## src/rtl/calc_max_timing.sv

```systemverilog
// Per-phase maximum of five axis timing vectors, plus the sum of those maxima.
// Optional macro AXIS_MASK_EN adds an axis_mask input that excludes axes from the maximum.
module calc_max_timing (
  input  logic        clk,
  input  logic        reset,
  input  logic        start,
  input  logic [63:0] timing_x  [0:3],
  input  logic [63:0] timing_y  [0:3],
  input  logic [63:0] timing_z  [0:3],
  input  logic [63:0] timing_e0 [0:3],
  input  logic [63:0] timing_e1 [0:3],
`ifdef AXIS_MASK_EN
  input  logic [4:0]  axis_mask,
`endif
  output logic [63:0] max_timing [0:3],
  output logic [65:0] total_time,
  output logic        busy,
  output logic        finish
);

  typedef enum logic [1:0] {IDLE, SCAN, SUM, DONE} state_t;

  state_t      state_reg;
  state_t      state_next;
  logic [2:0]  idx_reg;
  logic [63:0] acc_w [0:3];
  logic        start_scan;
  logic        scan_step;
  logic        commit;
  logic        axis_on;
  logic [65:0] sum_next;

  always_ff @(posedge clk or negedge reset) begin
    if (!reset) state_reg <= IDLE;
    else        state_reg <= state_next;
  end

  // Dropping start aborts from any state; only IDLE accepts a new run.
  always_comb begin
    state_next = state_reg;
    if (!start) begin
      state_next = IDLE;
    end else begin
      case (state_reg)
        IDLE:    state_next = SCAN;
        SCAN:    state_next = (idx_reg == 3'd4) ? SUM : SCAN;
        SUM:     state_next = DONE;
        DONE:    state_next = DONE;
        default: state_next = IDLE;
      endcase
    end
  end

  assign start_scan = (state_reg == IDLE) && start;
  assign scan_step  = (state_reg == SCAN) && start;
  assign commit     = (state_reg == SUM)  && start;
  assign busy       = (state_reg == SCAN) || (state_reg == SUM);
  assign finish     = (state_reg == DONE);

  always_ff @(posedge clk or negedge reset) begin
    if (!reset)          idx_reg <= 3'd0;
    else if (start_scan) idx_reg <= 3'd0;
    else if (scan_step)  idx_reg <= idx_reg + 3'd1;
    else if (!start)     idx_reg <= 3'd0;
  end

  always_comb begin
    axis_on = 1'b1;
`ifdef AXIS_MASK_EN
    case (idx_reg)
      3'd0:    axis_on = axis_mask[0];
      3'd1:    axis_on = axis_mask[1];
      3'd2:    axis_on = axis_mask[2];
      3'd3:    axis_on = axis_mask[3];
      3'd4:    axis_on = axis_mask[4];
      default: axis_on = 1'b0;
    endcase
`endif
  end

  genvar gi;
  generate
    for (gi = 0; gi < 4; gi++) begin : g_phase
      logic [63:0] acc_reg;
      logic [63:0] res_reg;
      logic [63:0] sel;

      always_comb begin
        sel = '0;
        case (idx_reg)
          3'd0:    sel = timing_x[gi];
          3'd1:    sel = timing_y[gi];
          3'd2:    sel = timing_z[gi];
          3'd3:    sel = timing_e0[gi];
          3'd4:    sel = timing_e1[gi];
          default: sel = '0;
        endcase
        if (!axis_on) sel = '0;
      end

      always_ff @(posedge clk or negedge reset) begin
        if (!reset)                          acc_reg <= '0;
        else if (start_scan)                 acc_reg <= '0;
        else if (scan_step && sel > acc_reg) acc_reg <= sel;
      end

      // Published result only changes on a completed SUM, so aborts keep the previous run.
      always_ff @(posedge clk or negedge reset) begin
        if (!reset)      res_reg <= '0;
        else if (commit) res_reg <= acc_reg;
      end

      assign max_timing[gi] = res_reg;
      assign acc_w[gi]      = acc_reg;
    end
  endgenerate

  assign sum_next = {2'b00, acc_w[0]} + {2'b00, acc_w[1]}
                  + {2'b00, acc_w[2]} + {2'b00, acc_w[3]};

  always_ff @(posedge clk or negedge reset) begin
    if (!reset)      total_time <= '0;
    else if (commit) total_time <= sum_next;
  end

endmodule

```

## config.mk

```make
export PLATFORM = sky130hd
export DESIGN_NAME = calc_max_timing
export DESIGN_NICKNAME = d
export VERILOG_FILES = /design/src/rtl/calc_max_timing.sv
export SDC_FILE = /design/constraint.sdc
export NUM_CORES = 2
export LEC_CHECK = 0
export ABC_CLOCK_PERIOD_IN_PS = 15130
export CORE_AREA = 2 2 619 621
export DETAILED_ROUTE_END_ITERATION = 10
export DIE_AREA = 0 0 621 623
export GPL_TIMING_DRIVEN = 0
export PLACE_DENSITY_LB_ADDON = 0.15
export SLEW_MARGIN = 20
export SYNTH_ARGS = -nofsm -noshare
export SYNTH_HDL_FRONTEND = slang
export SYNTH_SLANG_ARGS = --single-unit
```

## constraint.sdc

```tcl
create_clock -name clk -period 15.13 [get_ports clk]
set_input_delay 3.026 -clock clk [delete_from_list [all_inputs] [get_ports clk]]
set_output_delay 3.026 -clock clk [all_outputs]
set_load 0.02 [all_outputs]
```

Yosys cells after proc, flatten, opt, wreduce, memory -nomap -nowiden
Cells that the tools add are included.
W data, S select, Z words.
Cells by class
  reduce and logical (&&, ||, !) cells: 15
  muxes and demuxes: 18
  equality and inequality tests: 8
  add/sub/neg operators: 4
  $lt $le $gt $ge: 4
Operators by type and width (number)
  $pmux W64 S5: 4
  $mux W64: 8
  $gt A64 B64 Y1: 4
  $add A65 B64 Y66: 1
  $add A66 B64 Y66: 1
  $add A64 B64 Y65: 1
  $mux W3: 3
  $reduce_bool A2 Y1: 4
  $logic_and A1 B1 Y1: 7
  $eq A3 B2 Y1 const B: 2
  $pmux W2 S3: 1
  $eq A2 B2 Y1 const B: 2
  $mux W2: 2
  $add A3 B1 Y3 const B: 1
  $eq A3 B1 Y1 const B: 1
  $eq A3 B3 Y1 const B: 1
  $logic_not A3 Y1: 1
  $ne A3 B1 Y1 const B: 1
  $eq A2 B1 Y1 const B: 1
  $logic_not A2 Y1: 1
  $reduce_or A2 Y1: 1
  $logic_or A1 B1 Y1: 1
Storage, ports and cells
  output and inout bits: 324
  register bits after elaboration: 583
  input port bits: 1283
  word-level logic and storage cells: 60

Longest topological paths before layout
  depth in word-level cells: 6
  mapped depth: 20
  gate-level depth less buffers: 16

Worst setup path after synthesis
No wires, ideal clock.
  kind: input to register
  start point: in timing_e0[181] (netlist bit)
  end point: reg g_phase[1].acc_reg[18]
  data arrival time: 5.907 ns
  required time: 14.985 ns
  path slack: 9.078 ns
  buffers on the path: 2
  stages: 13
  library setup time: 0.145 ns
  cells stage by stage: a222oi_1 -> nand2_1 -> ha_1 -> nand4_1 -> or3_1 -> or4_4 -> or4b_1 -> nand3_2 -> o21ba_1 -> buf_6 -> buf_6 -> nor3_2 -> nor3_2
Between the ends
  longest elaborated chain between the ends: 4
Ends and longest elaborated chain
  start: declaration: RTL line 10  | input logic [63:0] timing_e0 [0:3],
  $pmux W64 S5: RTL line 90  | case (idx_reg)
  $gt A64 B64 Y1: RTL line 104  | else if (scan_step && sel > acc_reg) acc_reg <= sel;
  $logic_and A1 B1 Y1: RTL line 104
  $reduce_bool A2 Y1 (no source line)
  end signal: assignment: RTL line 104
  end: declaration: RTL line 84  | logic [63:0] acc_reg;
No other way between the ends.
A chain may end at the register's enable or synchronous reset.

Final worst setup path
  start point: reg idx_reg[2]
  end point: reg g_phase[0].acc_reg[62]
Between the ends
  longest elaborated chain between the ends: 5
  elaborated cells between the ends (all ways): 11
  those cells by class: 1 x order compare; 4 x eq/ne; 3 x mux; 3 x reduce/logical
Ends and longest elaborated chain
  start: declaration: RTL line 25  | logic [2:0] idx_reg;
  start signal: assignment: RTL line 63  | else if (scan_step) idx_reg <= idx_reg + 3'd1;
  $eq A3 B3 Y1 (tied with other cells): RTL line 90
  $pmux W64 S5 (*): RTL line 90
  $gt A64 B64 Y1: RTL line 104
  $logic_and A1 B1 Y1: RTL line 104
  $reduce_bool A2 Y1 (no source line)
  end signal: assignment: RTL line 104
  end: declaration: RTL line 84
Mark *: on every way between the ends. The rest lies on a longest branch, timed or not. The select of a mux whose other input is x is not followed.

==> metrics.md <==
| Metric | Value |
|---|---|
| Clk_lat worst skew | 0.76 ns |
| Part of the power in registers | 0.268 |
| Yosys warnings | 0 |
| P_leak | 28.06 nW |
| Hold buffers post-CTS | 0 |
| Number of synthesized register bits | 583 |
| First-pass DRT Iterations | 6 |
| Post-route DRC | 0 |
| Max-cap viol count | 0 |
| Total track usage | 0.2420 |
| Worst path max stage delay | 0.95 ns |
| FP Rows | 227 |
| Die area | 386900 um^2 |
| Cell internal pwr | 0.004198 W |
| Slew @ Worst Pin | 1.255 ns |
| Routed length per instance | 41.09 um |
| DRT iter0 DRCs | 4300 |
| Core region area | 380600 um^2 |
| Worst-path fanout max | 11 |
| Switching Share | 0.4236 |
| Reg area | 14590 um^2 |
| Clk slew on worst S/H paths | 0.07 ns |
| Setup crit start | idx_reg[2] |
| Worst clock skew | 0.04040 ns |
| Most used cell, CP | clkbuf_2 |
| Mapped cell area | 42380 um^2 |
| RSZ-0062 raised after global routing | no |
| Layout area overhead | 63.93% |
| Seq/Total Area, Yosys | 0.3443 |
| Layout cells sized above 1 | 0.07516 |
| Cells after synthesis | 4779 |
| Setup crit start kind | register |
| Async set or reset register ratio after synthesis | 1.000 |
| Critical-path cell list | clkbuf_2 -> clkbuf_2 -> inv_1 -> ha_1 -> clkbuf_2 -> clkbuf_2 -> a22oi_1 -> nand3_1 -> ha_1 -> nand4_1 -> or4_1 -> nor2_1 -> a41oi_1 -> o31ai_1 -> clkbuf_2 -> buf_2 -> buf_1 -> a211oi_1 |
| Setup TNS | 0 ns |
| R2r endpoint | g_phase[0].acc_reg[62] |
| Count of input and output buffers | 1605 |
| Placed Area | 66080 um^2 |
| Worst Path Required | 15.69 ns |
| Setup bufs post-CTS | 0 |
| Starting Density | 0.1113 |
| R2r startpoint | idx_reg[2] |
| Min-delay src | g_phase[3].res_reg[34] |
| Unique cell type count in the Yosys netlist | 74 |
| # H-tree levels | 3 |
| Clock Tree Buf Depth | 3 |
| Status | finished, final reports clean |
| Number of flops mapped to enable cells by yosys | 0 |
| Post-CTS Resized | 0 |
| Die Width | 621 um |
| First-pass GRT wire length | 592900 um |
| # setup viols final | 0 |
| Main synth FF type | dfrtp_1 |
| Fin area | 69470 um^2 |
| Tcrit/Tclk final | 0.6528 |
| Vias in the first global route | 48340 |
| Net Switching | 0.003085 W |
| Setup CP Type | reg2reg |
| Clock sinks | 583 |
| CP Capture Point | g_phase[0].acc_reg[62] |
| Final Hold Fails | 0 |
| Hold Path Class | reg2reg |
| Vias | 48450 |
| Area taken by multi-input logic gates | 25270 um^2 |
| Max transition margin | 0.1558 |
| Vias per inst | 4.116 |
| Fmax | 0.1013 GHz |
| I/O pin total | 1607 |
| Clock root buffer | clkbuf_16 |
| CTS tree | built |
| Syn avg cell area | 8.868 um^2 |
| R2R cell count | 18 |
| Critical Path AT | 10.44 ns |
| Cell Pwr Density | 104.8 nW/um^2 |
| Chip Height | 623 um |
| Comb power frac | 0.424 |
| Post-synth net total | 6521 |
| CTS buffer count | 89 |
| Post-layout net count | 8270 |
| Setup slack, reg-to-reg | 5.25 ns |
| Remaining Overflow, GRT | 0 |
| Initial antenna violation count | 383 |
| Peak VDD IR | 0.00007877 V |
| Clock period minus worst slack | 9.876 ns |
| Final WL | 483700 um |
| Slowest cell on crit path | a22oi_1 |
| CP endpoint kind | register |
| Hpwl dp | 435600 um |
| Largest net degree at the start of global routing | 87 |
| FILL cells | 42600 |
| Post-route ant nets | 0 |
| Routability-driven placement congestion ratio | 0.9263 |
| Final max-slew violation count | 0 |
| Clock share of power | 0.309 |
synth_stat cells, drive strengths merged, types with 19 or more instances:
cell	instances	area share
a22oi	368	0.065
xor2	23	0.0048
xnor2	28	0.0058
buf	69	0.010
clkbuf	269	0.025
nor2	130	0.012
nand3	224	0.027
inv	282	0.025
nand2	841	0.074
nor4	19	0.0028
a21oi	204	0.024
a21o	147	0.026
nand4	75	0.011
a222oi	73	0.017
a22o	64	0.013
ha	331	0.098
mux2i	67	0.016
o21ai	376	0.044
nor3	144	0.028
fa	128	0.060
mux2	75	0.020
dfrtp	583	0.34
a211oi	76	0.013
layer usage:
metal / vias to the layer above / track usage / share of wire
li1: 21020 / - / -
met3: 645 / 0.08468 / 0.085
met1: 24470 / 0.2794 / 0.39
met2: 2154 / 0.4200 / 0.49
met5: - / 0 / 0.0022
met4: 168 / 0.06808 / 0.032
critical path: cells and delay by family, from the launching register on:
family / cells / cell delay (ns)
buffers and inverters: 8 / 4.11
and+or+nand+nor: 4 / 2.23
AOI/OAI and AO/OA: 4 / 2.13
adders and majority gates: 2 / 0.64
DFF: 1 / 0.43
per-stage QoR:
step | total power, W | utilization | setup WS [ns] | instances | hold slack, ns
CTS | 0.007417 | 0.1816 | 5.201 | 11640 | 0.4827
finish | 0.007283 | 0.1825 | 5.254 | 11770 | 0.4763
global placement | 0.005098 | 0.1701 | -20.58 | 11420 | 0.4683
floorplan | 0.003397 | - | 9.078 | 4779 | 0.4958
detailed placement | 0.005110 | 0.1736 | 4.829 | 11470 | 0.4701
global route | 0.007678 | 0.1819 | 5.166 | 11680 | 0.5053
layout make-up:
type                    instances  share of cell area
repair buffers               1658              0.2488
well taps                    5038             0.09074
clock buffers                 133             0.03853
inverters                     282             0.01524
multi-input cells            3575              0.3637
plain buffers                 339             0.02295
diodes                        135            0.004863
clock inverters                29            0.005169
flip-flops and latches        583              0.2100
worst min-delay path by stage:
stage,to,slack (ns),depth (start not counted)
final,g_phase[3].res_reg[34],0.48,2
after global routing,total_time[4],0.51,2
after CTS,g_phase[3].res_reg[49],0.48,2
after detailed placement,g_phase[3].res_reg[49],0.47,2
after global placement,g_phase[0].res_reg[63],0.47,2
after floorplan,g_phase[3].res_reg[0],0.50,2
cell usage in the layout, fill, tap and decap left out, types with 64 or more instances in the layout:
cell             Yosys  layout
clkbuf_2             0      67
fa_1               128     128
a21oi_1            204     204
a22o_1              64      64
diode_2              0     135
mux2_2              75      75
clkdlybuf4s50_1      0    1604
clkbuf_16            0      92
mux2i_1             67      67
a211oi_1            76      76
a222oi_1            73      73
a22oi_1            368     366
inv_1              282     282
o21ai_0            372     372
nor2_1             129     129
nor3_2              90      90
clkbuf_1           264     215
dfrtp_1            583     583
nand2_1            841     841
ha_1               331     331
nand4_1             75      75
a21o_1             147     147
nand3_1            223     223
power by group through the flow:
stage | logic (W) | clock network [W] | registers (W)
after floorplan | 0.00153 | 0 | 0.00187
after global placement | 0.00310 | 0 | 0.00200
after detailed placement | 0.00312 | 0 | 0.00199
after CTS | 0.00313 | 0.00232 | 0.00197
after global routing | 0.00335 | 0.00236 | 0.00197
final | 0.00308 | 0.00225 | 0.00195
logic make-up after synthesis:
logic type | count (synthesis) | synth area share
adders and majority gates | 459 | 0.1582
and+or+nand+nor | 1501 | 0.1651
AOI/OAI and AO/OA | 1422 | 0.2258
DFF | 583 | 0.3443
muxes | 142 | 0.03575
buffers and inverters | 621 | 0.06035
xor gates and xnor gates | 51 | 0.01054
(Power assumes the default switching activity.)
